### src/rtl/game_minute_clock.sv
// -----------------------------------------------------------------------------
// game_minute_clock
//
// In-game minute counter for the game state machine. Counting starts when the
// game FSM leaves INI for IDLE. It freezes on WIN/LOSE and clears on INI. The
// block also produces a one-cycle minute tick and H:MM BCD digits. The digits
// are kept up to date incrementally, so no divider is needed.
//
// Optional feature (compile-time macro PAUSE_IN_QUIZ_EN):
//   When the macro is defined, the clock pauses while quiz_active is high
//   (state HOLD). When it is undefined, quiz_active is ignored and HOLD is
//   never entered.
//
// Parameters
//   TICKS_PER_MIN  Clk cycles per in-game minute (>= 2)
//   MAX_MIN        minute count at/after which expired asserts
//
// Ports
//   Clk          in   system clock
//   Reset        in   asynchronous, active-high reset
//   q_INI        in   game FSM in INI   (clears everything)
//   q_IDLE       in   game FSM in IDLE  (starts counting)
//   q_WIN        in   game FSM in WIN   (freezes)
//   q_LOSE       in   game FSM in LOSE  (freezes)
//   quiz_active  in   any quiz state active (pause request)
//   minutes      out  [7:0] in-game minutes, saturating at 255
//   min_tick     out  one-cycle pulse in the first cycle of a new minute value
//   hr_digit     out  [3:0] BCD hours
//   min_tens     out  [3:0] BCD tens of minute-of-hour
//   min_ones     out  [3:0] BCD ones of minute-of-hour
//   running      out  clock is counting (state RUN)
//   expired      out  minutes >= MAX_MIN
// -----------------------------------------------------------------------------
module game_minute_clock #(
  parameter int TICKS_PER_MIN = 50_000_000,
  parameter int MAX_MIN       = 120
) (
  input  logic       Clk,
  input  logic       Reset,
  input  logic       q_INI,
  input  logic       q_IDLE,
  input  logic       q_WIN,
  input  logic       q_LOSE,
  input  logic       quiz_active,
  output logic [7:0] minutes,
  output logic       min_tick,
  output logic [3:0] hr_digit,
  output logic [3:0] min_tens,
  output logic [3:0] min_ones,
  output logic       running,
  output logic       expired
);

  localparam int            PW      = $clog2(TICKS_PER_MIN);
  localparam logic [PW-1:0] TERM    = PW'(TICKS_PER_MIN - 1);
  localparam logic [PW-1:0] PRE_ONE = PW'(1);
  localparam logic [7:0]    MAX_M   = 8'(MAX_MIN);
  localparam logic [7:0]    SAT_MIN = 8'd255;

`ifdef PAUSE_IN_QUIZ_EN
  localparam logic PAUSE_EN = 1'b1;
`else
  localparam logic PAUSE_EN = 1'b0;
`endif

  typedef enum logic [1:0] {
    STOP = 2'd0,
    RUN  = 2'd1,
    HOLD = 2'd2,
    DONE = 2'd3
  } state_t;

  state_t        state;
  state_t        state_next;
  logic [PW-1:0] prescaler;
  logic [PW-1:0] prescaler_next;
  logic [7:0]    minutes_next;
  logic [11:0]   bcd;            // {hours, tens, ones}
  logic [11:0]   bcd_next;
  logic          tick_next;
  logic          game_over;
  logic          pause_req;

  // Step the H:MM BCD value forward by one minute.
  function automatic logic [11:0] bcd_advance(input logic [11:0] d);
    logic [3:0] hr;
    logic [3:0] tens;
    logic [3:0] ones;
    hr   = d[11:8];
    tens = d[7:4];
    ones = d[3:0];
    if (ones == 4'd9) begin
      ones = 4'd0;
      if (tens == 4'd5) begin
        tens = 4'd0;
        hr   = hr + 4'd1;
      end else begin
        tens = tens + 4'd1;
      end
    end else begin
      ones = ones + 4'd1;
    end
    return {hr, tens, ones};
  endfunction

  assign game_over = q_WIN | q_LOSE;
  assign pause_req = PAUSE_EN & quiz_active;

  // State register.
  always_ff @(posedge Clk or posedge Reset) begin
    if (Reset) begin
      state <= STOP;
    end else begin
      state <= state_next;
    end
  end

  // Next-state logic. q_INI has top priority, then game over, then pause.
  always_comb begin
    state_next = state;
    if (q_INI) begin
      state_next = STOP;
    end else begin
      case (state)
        STOP: begin
          if (q_IDLE) begin
            state_next = RUN;
          end else begin
            state_next = STOP;
          end
        end
        RUN: begin
          if (game_over) begin
            state_next = DONE;
          end else if (pause_req) begin
            state_next = HOLD;
          end else begin
            state_next = RUN;
          end
        end
        HOLD: begin
          if (game_over) begin
            state_next = DONE;
          end else if (pause_req) begin
            state_next = HOLD;
          end else begin
            state_next = RUN;
          end
        end
        DONE:    state_next = DONE;
        default: state_next = STOP;
      endcase
    end
  end

  // Counter next values.
  // A minute lands only in RUN, on the terminal prescaler count. The one
  // exception is a quiz resume at xF: there the minute is pushed forward
  // immediately, so the professor condition cannot re-trigger at once.
  always_comb begin
    prescaler_next = prescaler;
    minutes_next   = minutes;
    bcd_next       = bcd;
    tick_next      = 1'b0;
    if (q_INI) begin
      prescaler_next = '0;
      minutes_next   = 8'd0;
      bcd_next       = 12'd0;
    end else begin
      case (state)
        RUN: begin
          if (game_over || pause_req) begin
            prescaler_next = prescaler;
          end else if (prescaler == TERM) begin
            prescaler_next = '0;
            if (minutes != SAT_MIN) begin
              minutes_next = minutes + 8'd1;
              bcd_next     = bcd_advance(bcd);
              tick_next    = 1'b1;
            end else begin
              minutes_next = minutes;
            end
          end else begin
            prescaler_next = prescaler + PRE_ONE;
          end
        end
        HOLD: begin
          if (!game_over && !pause_req && (minutes[3:0] == 4'hF)) begin
            prescaler_next = '0;
            if (minutes != SAT_MIN) begin
              minutes_next = minutes + 8'd1;
              bcd_next     = bcd_advance(bcd);
              tick_next    = 1'b1;
            end else begin
              minutes_next = minutes;
            end
          end else begin
            prescaler_next = prescaler;
          end
        end
        default: prescaler_next = prescaler;
      endcase
    end
  end

  // Counter and tick registers.
  always_ff @(posedge Clk or posedge Reset) begin
    if (Reset) begin
      prescaler <= '0;
      minutes   <= 8'd0;
      bcd       <= 12'd0;
      min_tick  <= 1'b0;
    end else begin
      prescaler <= prescaler_next;
      minutes   <= minutes_next;
      bcd       <= bcd_next;
      min_tick  <= tick_next;
    end
  end

  // Output decode from registered state.
  always_comb begin
    running  = (state == RUN);
    expired  = (minutes >= MAX_M);
    hr_digit = bcd[11:8];
    min_tens = bcd[7:4];
    min_ones = bcd[3:0];
  end

endmodule

### config.mk
export PLATFORM = sky130hd
export DESIGN_NAME = game_minute_clock
export DESIGN_NICKNAME = d
export VERILOG_FILES = /design/src/rtl/game_minute_clock.sv
export SDC_FILE = /design/constraint.sdc
export NUM_CORES = 1
export LEC_CHECK = 0
export CAP_MARGIN = 20
export CORE_ASPECT_RATIO = 0.9
export CORE_MARGIN = 10
export CORE_UTILIZATION = 40
export DETAILED_ROUTE_END_ITERATION = 16
export SKIP_CTS_REPAIR_TIMING = 1
export SKIP_LAST_GASP = 1
export SYNTH_ARGS = -nofsm -noshare
export SYNTH_HDL_FRONTEND = slang
export SYNTH_SLANG_ARGS = --single-unit
### constraint.sdc
create_clock -name Clk -period 2.8 [get_ports Clk]
set_input_delay 0.56 -clock Clk [delete_from_list [all_inputs] [get_ports Clk]]
set_output_delay 0.56 -clock Clk [all_outputs]
set_load 0.02 [all_outputs]
==> results.toml, run 1 <==
[floorplan]
initial_core_util_pct = 41.7
die_x_microns = 111
pin_count = 30
fp.coreArea_sq_mm = 0.00718
dieHeight_microns = 102
dieArea_sq_mm = 0.0114
rows = 29

[logic_synthesis]
synth_xor_area_share_pct = 4.97
syn_nets = 343
ys_types = 55
synthAdderAreaFrac_pct = 5.01
ys_ff_latch = 49
netlist_area_sq_mm = 0.00300
synth_compound_area_share_pct = 14.3
synth_top_family_by_area = "simple AND/OR/NAND/NOR gates"
syn_avg_cell_area_sq_um = 9.25
ys_seq_area_share_pct = 40.9
synthMuxAreaShare_pct = 1.88
yosysWarnings = 0
postSynthCellCount = 324
synth_simple_gate_area_share_pct = 29.7

[timing]
maxSlewViolCount = 0
hold_viol = 0
relSlewSlack_pct = 31.6
fin_crit_sh_pct = 85.2
tns_ns = 0
clock.fmax_ghz = 0.419
fin_crit_ns = 2.38
rsz0062_at_grt = "false"
setup_violations = 0
final.setup.worst_slack_ns = 0.416
fin_skew_ns = 0.0142
worst_pin_slew_ns = 1.03

[power]
ir_drop_mv = 0.236
switching_share_pct = 29.3
power_density_mw_per_mm2 = 403
seq_power_share_pct = 53.7
clkPwrFrac_pct = 30.7
power.switching_uw = 415
leakagePower_uw = 0.00140
pwr-share-comb_pct = 15.7
p_int_uw = 1000
p_total_uw = 1420

[global_routing]
antenna_found_initial = 0
grt_pass1_vias = 2550
grt_pass1_wl_microns = 12800
grt_usage_pct = 13.2
grt_max_degree = 28
grt_overflow = 0

[clock_tree]
clock_latency_ns = 0.30
cts_tree = "yes"
root_buffer = "clkbuf_8"
htreeDepth = 2
cts.sinks = 49
cts_buffers = 5
clkTransAtPathRegs_ns = 0.10
clockBufferDepth = 2

[route]
routed.top_layer = "met4"
wirelength_microns = 7630
vias_per_cell = 5.72
first_pass_iters = 4
drc_errors = 0
vias = 2587
post_drt_wl_per_cell_microns = 16.9
wl_met3_microns = 318
ant_nets = 0
drt_iter0_drc = 130
m1WireLength_microns = 3940
wl_met2_microns = 3340

[run]
drv_cap = 0

[cells_and_area]
final_common_cell = "dfrtp_1"
layout.nets = 377
final_core_util_pct = 48.9
drive_gt1_share_pct = 10.6
diodes = 0
layout_common_cells = "dfrtp_1, nor3_1, clkdlybuf4s50_1, nand3_1"
syn_to_final_growth_pct = 17.1

[worst_setup_path]
end_kind = "flop"
start_kind = "flop"
worstPathMaxFanout = 8
critical_path_arrival_ns = 2.62
r2r_setup_slack_ns = 0.42
critPathRequiredTime_ns = 3.03
crit_type = "flop to flop"

[place]
dpl.hpwl_microns = 5430
place_congestion = 0.835
io_buffers = 28
place_ws_ns = 0.198

[run_status]
status = "complete, no violations"

[worst_hold_path]
hold_class = "flop to flop"
-- layer usage --
layer	global-route usage (%)	up-vias
met5	0	-
li1	-	1269
met3	3.22	2
met2	20.9	30
met1	18.1	1286
met4	2.07	0
-- power groups by stage --
stage	clock network, uW	registers, uW	logic (uW)
after floorplan	0	793	106
after global placement	0	772	220
final	434	759	222
after global routing	477	766	247
after detailed placement	0	773	224
after CTS	448	760	226
-- per-stage QoR --
step,instance area [sq um],instances,hold WS [ns]
3_5_place_dp,3420,444,0.504
5_1_grt,3510,452,0.565
3_3_place_gp,3420,444,0.501
6_report,3510,452,0.527
4_1_cts,3510,452,0.532
2_1_floorplan,3000,324,0.481
-- cells in the mapped netlist (all sizes together) --
cell / n / share of area (%)
nor3: 27 / 4.5
o21ai: 18 / 3.1
o21bai: 1 / 0.25
nand2: 17 / 2.1
o311ai: 1 / 0.29
o211ai: 3 / 0.75
a41oi: 3 / 0.88
a41o: 1 / 0.33
nand4: 10 / 2.7
nor2: 17 / 2.1
inv: 14 / 1.8
xnor2: 15 / 4.4
nor4b: 2 / 0.58
a21o: 5 / 1.3
a22o: 2 / 0.58
o22ai: 2 / 0.42
a211oi: 1 / 0.25
and3: 6 / 1.3
nand4b: 2 / 0.58
o2bb2ai: 2 / 0.58
or2: 5 / 1.0
a2bb2oi: 1 / 0.29
nand3: 22 / 3.7
or4: 10 / 2.8
clkbuf: 8 / 1.0
a32oi: 1 / 0.29
nor3b: 3 / 0.75
o31ai: 5 / 1.4
nor4: 8 / 2.4
or3: 4 / 0.83
and2: 4 / 0.83
and4: 4 / 1.2
mux2: 5 / 1.9
nor2b: 5 / 1.0
a31o: 1 / 0.29
buf: 3 / 0.54
xor2: 2 / 0.58
a21oi: 18 / 3.3
dfrtp: 49 / 41
ha: 12 / 5.0
and3b: 3 / 0.88
nand2b: 2 / 0.42
-- registers in the layout, summed over array words and instances, names as in the netlist --
name,flops
prescaler,26
bcd,12
state,2
minutes,8
min_tick,1
-- critical path, cell delays in order (launching register included) --
cell and delay, ns:
dfrtp_1 0.42, inv_1 0.09, ha_1 0.32, nor2b_1 0.35, o21ai_0 0.26, or4_1 0.56, a21o_1 0.19, a21oi_2 0.12
-- logic make-up after synthesis --
| logic type | Yosys count |
|---|---|
| AND/OR/NAND/NOR | 151 |
| adder cells (fa/ha/maj) | 12 |
| multiplexers | 5 |
| flip-flops | 49 |
| AO/OA/AOI/OAI | 65 |
| buffers and inverters | 25 |
| XOR/XNOR | 17 |
-- area by class of cell --
type,count,area [sq um]
fill,699,3670
inverter,14,52.6
tap,93,116
multi-input combinational,250,1670
clock inverter,3,22.5
timing repair buffer,38,350
clock buffer,5,68.8
sequential,49,1230
-- path summary, 6_finish.rpt --
path,to,start,cells after the start
min,bcd[11],bcd[11],1
min in group asynchronous,prescaler[23],Reset,2
max reg2reg,bcd[3],state[1],7
max in group asynchronous,bcd[4],Reset,3
max,bcd[3],state[1],7
min reg2reg,bcd[11],bcd[11],1
(Power assumes the default switching activity.)
==> run 2: changes to the inputs <==
Settings changed: CTS_BUF_LIST from default to sky130_fd_sc_hd__clkbuf_16, GPL_TIMING_DRIVEN from default to 1, RECOVER_POWER from default to 50.
==> run 2 against run 1 <==
Effect of this change:
- first-iteration DRC count up 32%
- critical endpoint is now minutes[6]
- count of clock-buffer cells in the layout unchanged
- clock power up 41%
- largest cell class unchanged
- routed wire length about the same
- largest power group unchanged
- sequential cell count unchanged
==> results.toml, run 2 (synthesis gave the netlist of run 1 again) <==
[place]
dpl.hpwl_microns = 5430
place_congestion = 0.835
io_buffers = 28
place_inst = 444

[clock_tree]
root_buffer = "clkbuf_16"
cts.sinks = 49
clkTransAtPathRegs_ns = 0.07
cts_tree = "yes"
clock_latency_ns = 0.29
clockBufferDepth = 2
cts_buffers = 5
htreeDepth = 2

[power]
leakagePower_uw = 0.00145
p_total_uw = 1590
ir_drop_mv = 0.398
power_density_mw_per_mm2 = 447

[route]
drt_iter0_drc = 171
wirelength_microns = 7620
ant_nets = 0
drc_errors = 0
first_pass_iters = 5
post_drt_wl_per_cell_microns = 16.9
vias_per_cell = 5.72
vias = 2586

[timing]
clock.fmax_ghz = 0.406
rsz0062_at_grt = "false"
maxSlewViolCount = 0
tns_ns = 0
fin_crit_ns = 2.46
fin_crit_sh_pct = 87.9
hold_viol = 0
fin_skew_ns = 0.0116
setup_violations = 0
relSlewSlack_pct = 29.5
finalHoldWorstSlack_ns = 0.513
worst_pin_slew_ns = 1.06

[floorplan]
die_x_microns = 111
dieHeight_microns = 102
fp.coreArea_sq_mm = 0.00718
initial_core_util_pct = 41.7
dieArea_sq_mm = 0.0114
rows = 29
pin_count = 30

[global_routing]
grt_usage_pct = 13.3
grt_pass1_wl_microns = 12900
grt_max_degree = 28
grt_pass1_vias = 2548
grt_overflow = 0
antenna_found_initial = 0

[cells_and_area]
layout_common_cells = "dfrtp_1, nor3_1, nand3_1, nor2_1, nand2_1"
stdcell_count = 452
drive_gt1_share_pct = 9.75
regMostFlops = "prescaler"
final_common_cell = "dfrtp_1"
largest_reg_flops = 26
fillers = 696
syn_to_final_growth_pct = 18.7
reg_top3 = "prescaler (26), bcd (12), minutes (8)"
diodes = 0
layout.nets = 377

[worst_setup_path]
worstPathMaxFanout = 9
critPathRequiredTime_ns = 2.98
end_kind = "flop"
critical_path_arrival_ns = 2.64
start_kind = "input pin"
rr_worst_depth = 7
crit_type = "input pin to flop"

[worst_hold_path]
hold_class = "flop to flop"
hold_depth = 1

[run_status]
status = "complete, no violations"

[run]
drv_cap = 0
## run 2: layout make-up
class                           instances  area (sq um)  area share, %
Clock buffer                            5           125           3.52
Clock inverter                          3          22.5          0.633
Inverter                               14          52.6           1.48
Multi-Input combinational cell        250          1670           47.0
Sequential cell                        49          1230           34.5
Tap cell                               93           116           3.27
Timing Repair Buffer                   38           343           9.63
## run 2: worst max-delay path: stages
cell and delay, ns:
dlygate4sd3_1 0.59, or2_2 0.34, a21oi_1 0.12, buf_4 0.17, nand2_1 0.20, nor4_1 0.28, mux2_2 0.37
## run 2: final timing paths
kind                            endpoint  slack [ns]     start
min reg2reg                      bcd[11]        0.51   bcd[11]
max                           minutes[6]        0.34    q_LOSE
min                              bcd[11]        0.51   bcd[11]
max reg2reg                       bcd[2]        0.41  state[1]
max in group asynchronous         bcd[1]        0.69     Reset
min in group asynchronous  prescaler[23]        0.89     Reset
## run 2: report_power, final
part / internal [uW] / total [uW] / switching, uW
registers: 731 / 759 / 28.3
clock network: 332 / 614 / 282
logic: 88.8 / 217 / 128
## run 2: metal layers
metal | share of wire (%) | up-vias | track usage (%)
li1 | - | 1265 | -
met2 | 44 | 42 | 20.7
met4 | 0.43 | 0 | 2.07
met3 | 4.8 | 2 | 3.40
met5 | 0 | - | 0
met1 | 51 | 1277 | 18.4
## run 2: through the flow
step | util [%] | area (sq um) | setup slack [ns]
CTS | 49.6 | 3570 | 0.408
floorplan | - | 3000 | 0.496
detailed placement | 47.6 | 3420 | 0.198
finish | 49.5 | 3560 | 0.340
global placement | 47.6 | 3420 | 0.178
global route | 49.5 | 3560 | 0.235
